<file path="src/rtl/clkdiv_ctrl.sv">
// clkdiv_ctrl: run/stop and rate controller producing scaledclk and a rise pulse.
// Define CLKDIV_CTRL_TICK_COUNT_EN to add the tick_count output.
module clkdiv_ctrl #(
   parameter int DIV_W = 16,
   parameter int DEFAULT_DIV = 100
) (
   input  logic             clock,
   input  logic             reset,
   input  logic             enable,
   input  logic             start,
   input  logic             stop,
   input  logic             cfg_valid,
   output logic             cfg_ready,
   input  logic [DIV_W-1:0] cfg_div,
   output logic             scaledclk,
   output logic             rise_pulse,
   output logic             running,
`ifdef CLKDIV_CTRL_TICK_COUNT_EN
   output logic [15:0]      tick_count,
`endif
   output logic [DIV_W-1:0] active_div
);
   typedef enum logic [1:0] {IDLE, RUN, STOPPING} state_t;
   state_t state;
   logic [DIV_W-1:0] counter, pend_div, cfg_clamped;
   logic pend_full, xfer, boundary;
   assign cfg_ready = !pend_full;
   assign xfer = cfg_valid && cfg_ready;
   assign cfg_clamped = (cfg_div == '0) ? DIV_W'(1) : cfg_div;
   assign boundary = (state != IDLE) && enable && (counter == active_div - DIV_W'(1));
   assign running = (state != IDLE);
   always_ff @(posedge clock) begin
      if (reset) begin
         state <= IDLE;
         counter <= '0;
         scaledclk <= 1'b0;
         rise_pulse <= 1'b0;
         active_div <= DIV_W'(DEFAULT_DIV);
         pend_div <= '0;
         pend_full <= 1'b0;
      end else begin
         rise_pulse <= 1'b0;
         if (xfer && state == IDLE) active_div <= cfg_clamped;
         if (xfer && state != IDLE) begin
            pend_div <= cfg_clamped;
            pend_full <= 1'b1;
         end
         if (state == IDLE && start && !stop) state <= RUN;
         if (state == RUN && stop) state <= STOPPING;
         // Pending ratios land only here, so a half-period is never cut short.
         if (boundary) begin
            counter <= '0;
            scaledclk <= !scaledclk;
            rise_pulse <= !scaledclk;
            if (pend_full) begin
               active_div <= pend_div;
               pend_full <= 1'b0;
            end
            if (state == STOPPING && scaledclk) state <= IDLE;
         end else if (state != IDLE && enable) counter <= counter + DIV_W'(1);
      end
   end
`ifdef CLKDIV_CTRL_TICK_COUNT_EN
   always_ff @(posedge clock) begin
      if (reset || (state == IDLE && start && !stop)) tick_count <= '0;
      else if (boundary && !scaledclk) tick_count <= tick_count + 16'd1;
   end
`endif
endmodule

</file>
<file path="config.mk">
export PLATFORM = sky130hd
export DESIGN_NAME = clkdiv_ctrl
export DESIGN_NICKNAME = d
export VERILOG_FILES = /design/src/rtl/clkdiv_ctrl.sv
export SDC_FILE = /design/constraint.sdc
export NUM_CORES = 1
export LEC_CHECK = 0
export CAP_MARGIN = 40
export CORE_MARGIN = 1.5
export CORE_UTILIZATION = 55
export CTS_CLUSTER_SIZE = 25
export DETAILED_ROUTE_END_ITERATION = 7
export GPL_ROUTABILITY_DRIVEN = 0
export PLACE_DENSITY = 0.8
export SYNTH_ARGS = -nofsm -noshare
export SYNTH_HDL_FRONTEND = slang
export SYNTH_SLANG_ARGS = --single-unit
export TNS_END_PERCENT = 20
</file>
<file path="constraint.sdc">
create_clock -name clock -period 3.2 [get_ports clock]
set_input_delay 0.64 -clock clock [delete_from_list [all_inputs] [get_ports clock]]
set_output_delay 0.64 -clock clock [all_outputs]
set_load 0.01 [all_outputs]
</file>
# After elaboration in Yosys (flattened, before gate mapping)
# Index checks and enable logic that the tools add are counted.
# W data, S select, Z words.
# op_classes
n_eq_ne	3
n_reduce_logical	17
addsub	2
n_mux	11
n_bitwise	1
# ops
operator	count
$mux W16	4
$add A16 B1 Y16 const B	1
$eq A16 B16 Y1	1
$logic_not A16 Y1	1
$sub A16 B1 Y16 const B	1
$logic_and A1 B1 Y1	9
$mux W2	4
$reduce_or A2 Y1	2
$logic_not A1 Y1	3
$mux W1	3
$eq A2 B1 Y1 const B	1
$eq A2 B2 Y1 const B	1
$logic_not A2 Y1	1
$reduce_bool A2 Y1	1
$not A1 Y1	1
# totals
word_cells	41
in_bits	22
out_inout_bits	20
register_bits	53

# Longest topological paths before layout
# logic_depth
ltp_word	7
mapped_depth	10
mapped_depth_nobuf	9

# Worst setup path after synthesis
# No wires, ideal clock.
# synth_path
path_kind	reg2reg
startpoint	reg active_div[0]
endpoint	reg active_div[10]
slack_ps	314
path_stages_with_launch	11
setup_time_ps	121
synth_period_minus_slack_ps	2886
path_buffers	1
arrival_time_ps	2765
required_ps	3079
cell_sequence	dfxtp_1 > inv_1 > ha_1 > or4b_4 > o21a_1 > a2111o_1 > o211ai_2 > o2111ai_2 > nor3_4 > buf_8 > mux2_4
# synth_between
elab_chain_cells	4
# synth_rtl
item	line	text
start: declaration	21	output logic [DIV_W-1:0] active_div
start signal: assignment	38	active_div <= DIV_W'(DEFAULT_DIV);
start signal: assignment	43	if (xfer && state == IDLE) active_div <= cfg_clamped;
start signal: assignment	56	active_div <= pend_div;
$sub A16 B1 Y16	30	assign boundary = (state != IDLE) && enable && (counter == active_div - DIV_W'(1));
$eq A16 B16 Y1	30	
$logic_and A1 B1 Y1	30	
$mux W16	51	if (boundary) begin
# Every way passes these cells.
# A chain may end at the register's enable or synchronous reset.

# Worst setup path after layout
# layout_path
startpoint	reg active_div[1]
endpoint	reg active_div[15]
# The elaborated chain is that of the path after synthesis.

==> flow_summary.ini <==
[synth]
yosysMostFrequentCell = nand2_1
seq_area_frac_synth = 0.357
synth_commonest_cells = 72 x nand2_1, 53 x dfxtp_1, 39 x nor2_1
synth-seq-cells = 53
synth-edff-count = 0
yosysTopAreaCellShare = 0.357
synth_area_leader_cell = dfxtp_1
synth_fp_nets = 397
netlist_area_um2 = 2970
synthFlopType = dfxtp_1
synthArstFlopShare = 0
synthDistinctLibCells = 48
ys_warn_count = 0
syn_avg_cell_area_um2 = 7.96
synthCells = 373
synthTopCellsByArea = dfxtp_1 36%, nand2_1 9.1%, a21oi_1 5.7%, xor2_1 5.3%, nor2_1 4.9%

[global_route]
antenna_found_initial = 0
globalRouteTotalUtil = 0.244
gr-total-overflow = 0
grt_max_degree = 55
grt_use_met3 = 0.0419
first_global_vias = 2520
gr-usage-met1 = 0.315
grt_pass1_wl_um = 11700
grt_most_used_layer = met2
grtUsageMet2 = 0.421

[drt]
vias = 2654
first_pass_iters = 4
wl_per_cell_um = 14.3
drt_iter0_markers = 144
wirelength_um = 6870
drt-vias-per-instance = 5.52
drtAntennaViolNets = 0
drc_errors = 0

[min_path]
holdPathEnd = pend_div[8]$_SDFFE_PP0P_
hp-start = pend_div[8]$_SDFFE_PP0P_
holdCritPathClass = register to register
whs_path_depth = 2

[floorplan]
dieArea_um2 = 5850
die_y_um = 76.5
top_level_ports = 42
core_area_um2 = 5140
die_w_um = 76.5
start_util = 0.578
num_rows = 26

[clock_network]
cts_setup_buffers = 0
cts_tree = done
clk_latency_ns = 0.31
cts-root-buf = clkbuf_8
numCtsBuffers = 5
clock_sinks = 53
clockBufferDepth = 2
clk_pin_slew_ns = 0.10
htreeDepth = 2

[timing]
tightest_slew_ns = 0.584
hold_viol = 0
fin_crit_ns = 2.92
setup-violations-final = 0
rsz0062_at_grt = false
timing.final.crit_share = 0.914
hold_slack_ns = 0.455
maxSlewViolCount = 0
setup_tns_ns = 0
fin_worst_skew_ns = 0.0137
max_freq_mhz = 342
relSlewSlack = 0.610

[final_layout]
multiInputGateArea_um2 = 1800
area_growth_pct = 19.7
drive_above_1_share = 0.0754
seqCellArea_um2 = 1060
finalNetCount = 434
fillCellCount = 458
antenna_cells = 0

[setup_path]
cp.arrival_ns = 3.13
rr_worst_depth = 10
timing.rr.end = active_div[15]$_SDFF_PP0_
critical_path_class = register to register
cp_max_fo = 16
crit_required_ns = 3.41
cp-end-kind = register
r2r_start = active_div[1]$_SDFF_PP0_
r2r_slack_ns = 0.28
crit_path_start_kind = register

[power_and_ir_drop]
ir_worst_vdd_uv = 290
leakagePower_uw = 0.00127
powerDensity_nw_per_um2 = 395
totalPowerFinal_uw = 1400

[run]
maxCapViolCount = 0

[placed_design]
portBuffers = 41
place_hpwl_um = 4970

[run_status]
status = complete, no violations
## sequential cells by signal (all words and copies together), names as in the netlist
| signal | flops |
|---|---|
| pend_full | 1 |
| pend_div | 16 |
| state | 2 |
| rise_pulse | 1 |
| scaledclk | 1 |
| active_div | 16 |
| counter | 16 |
## layout by cell type, fill, tap and decap left out, drive strengths merged, types with 10 or more instances in the layout
| master | n |
|---|---|
| dfxtp | 53 |
| a21oi | 34 |
| mux2 | 12 |
| nor2 | 39 |
| nor2b | 17 |
| nor3 | 10 |
| nand2 | 72 |
| xor2 | 18 |
| xnor2 | 13 |
| clkdlybuf4s50 | 41 |
## worst max-delay path, stage by stage, from the launching register on
cell	delay (ns)
dfxtp_1	0.36
inv_1	0.07
ha_1	0.24
nor4b_2	0.47
nand3_1	0.25
nor3b_1	0.25
o31a_1	0.24
o2111ai_2	0.18
nor3_4	0.24
buf_12	0.19
mux2_1	0.33
## where the power goes
group	switching (uW)	leakage (uW)	total (uW)	internal, uW
Clock	228	0.0000518	408	180
Combinational	139	0.000790	272	133
Sequential	38.0	0.000431	724	686
## layer usage
metal	up-vias	wire length, um
li1	1361	-
met1	1235	3240
met2	54	3310
met3	4	278
met4	0	39
met5	-	0
## per-stage QoR
stage / instance area (um2) / worst slack, ns / utilization / instances
after floorplan: 2970 / 0.314 / - / 373
after global placement: 3450 / 0.266 / 0.671 / 473
after detailed placement: 3450 / 0.216 / 0.671 / 473
after CTS: 3550 / 0.272 / 0.690 / 481
after global routing: 3550 / 0.103 / 0.692 / 481
final: 3550 / 0.276 / 0.692 / 481
## what timing repair did
action | CTS | global route
hold buffers | 0 | 0
endpoints found under the hold margin | 0 | 0
setup endpoints to repair | 0 | 4
resized for setup | 0 | 1
## final cells by class
| class | count | share of cell area |
|---|---|---|
| well taps | 70 | 0.0246 |
| repair buffers | 49 | 0.136 |
| clock inverters | 2 | 0.00493 |
| clock buffers | 6 | 0.0232 |
| multi-input cells | 295 | 0.507 |
| flip-flops and latches | 53 | 0.298 |
| inverters | 6 | 0.00634 |
## worst max path at each step
stage                        startpoint                         to
2_1_floorplan  active_div[0]$_SDFF_PP0_  active_div[10]$_SDFF_PP0_
3_3_place_gp                     enable   active_div[8]$_SDFF_PP0_
3_5_place_dp                     enable   active_div[3]$_SDFF_PP0_
4_1_cts        active_div[1]$_SDFF_PP0_   counter[13]$_SDFFE_PP0P_
5_1_grt        active_div[1]$_SDFF_PP0_   active_div[3]$_SDFF_PP0_
6_report       active_div[1]$_SDFF_PP0_  active_div[15]$_SDFF_PP0_
## cell families (layout without fill, tap and decap cells)
kind of cell | count (synthesis) | in the layout | share of synthesized area
AOI/OAI and AO/OA | 63 | 63 | 0.139
xor gates and xnor gates | 31 | 31 | 0.0914
adders and majority gates | 2 | 2 | 0.00843
buffers and inverters | 25 | 63 | 0.0383
DFF | 53 | 53 | 0.357
muxes | 18 | 18 | 0.0733
and+or+nand+nor | 181 | 181 | 0.292
(Power assumes the default switching activity.)
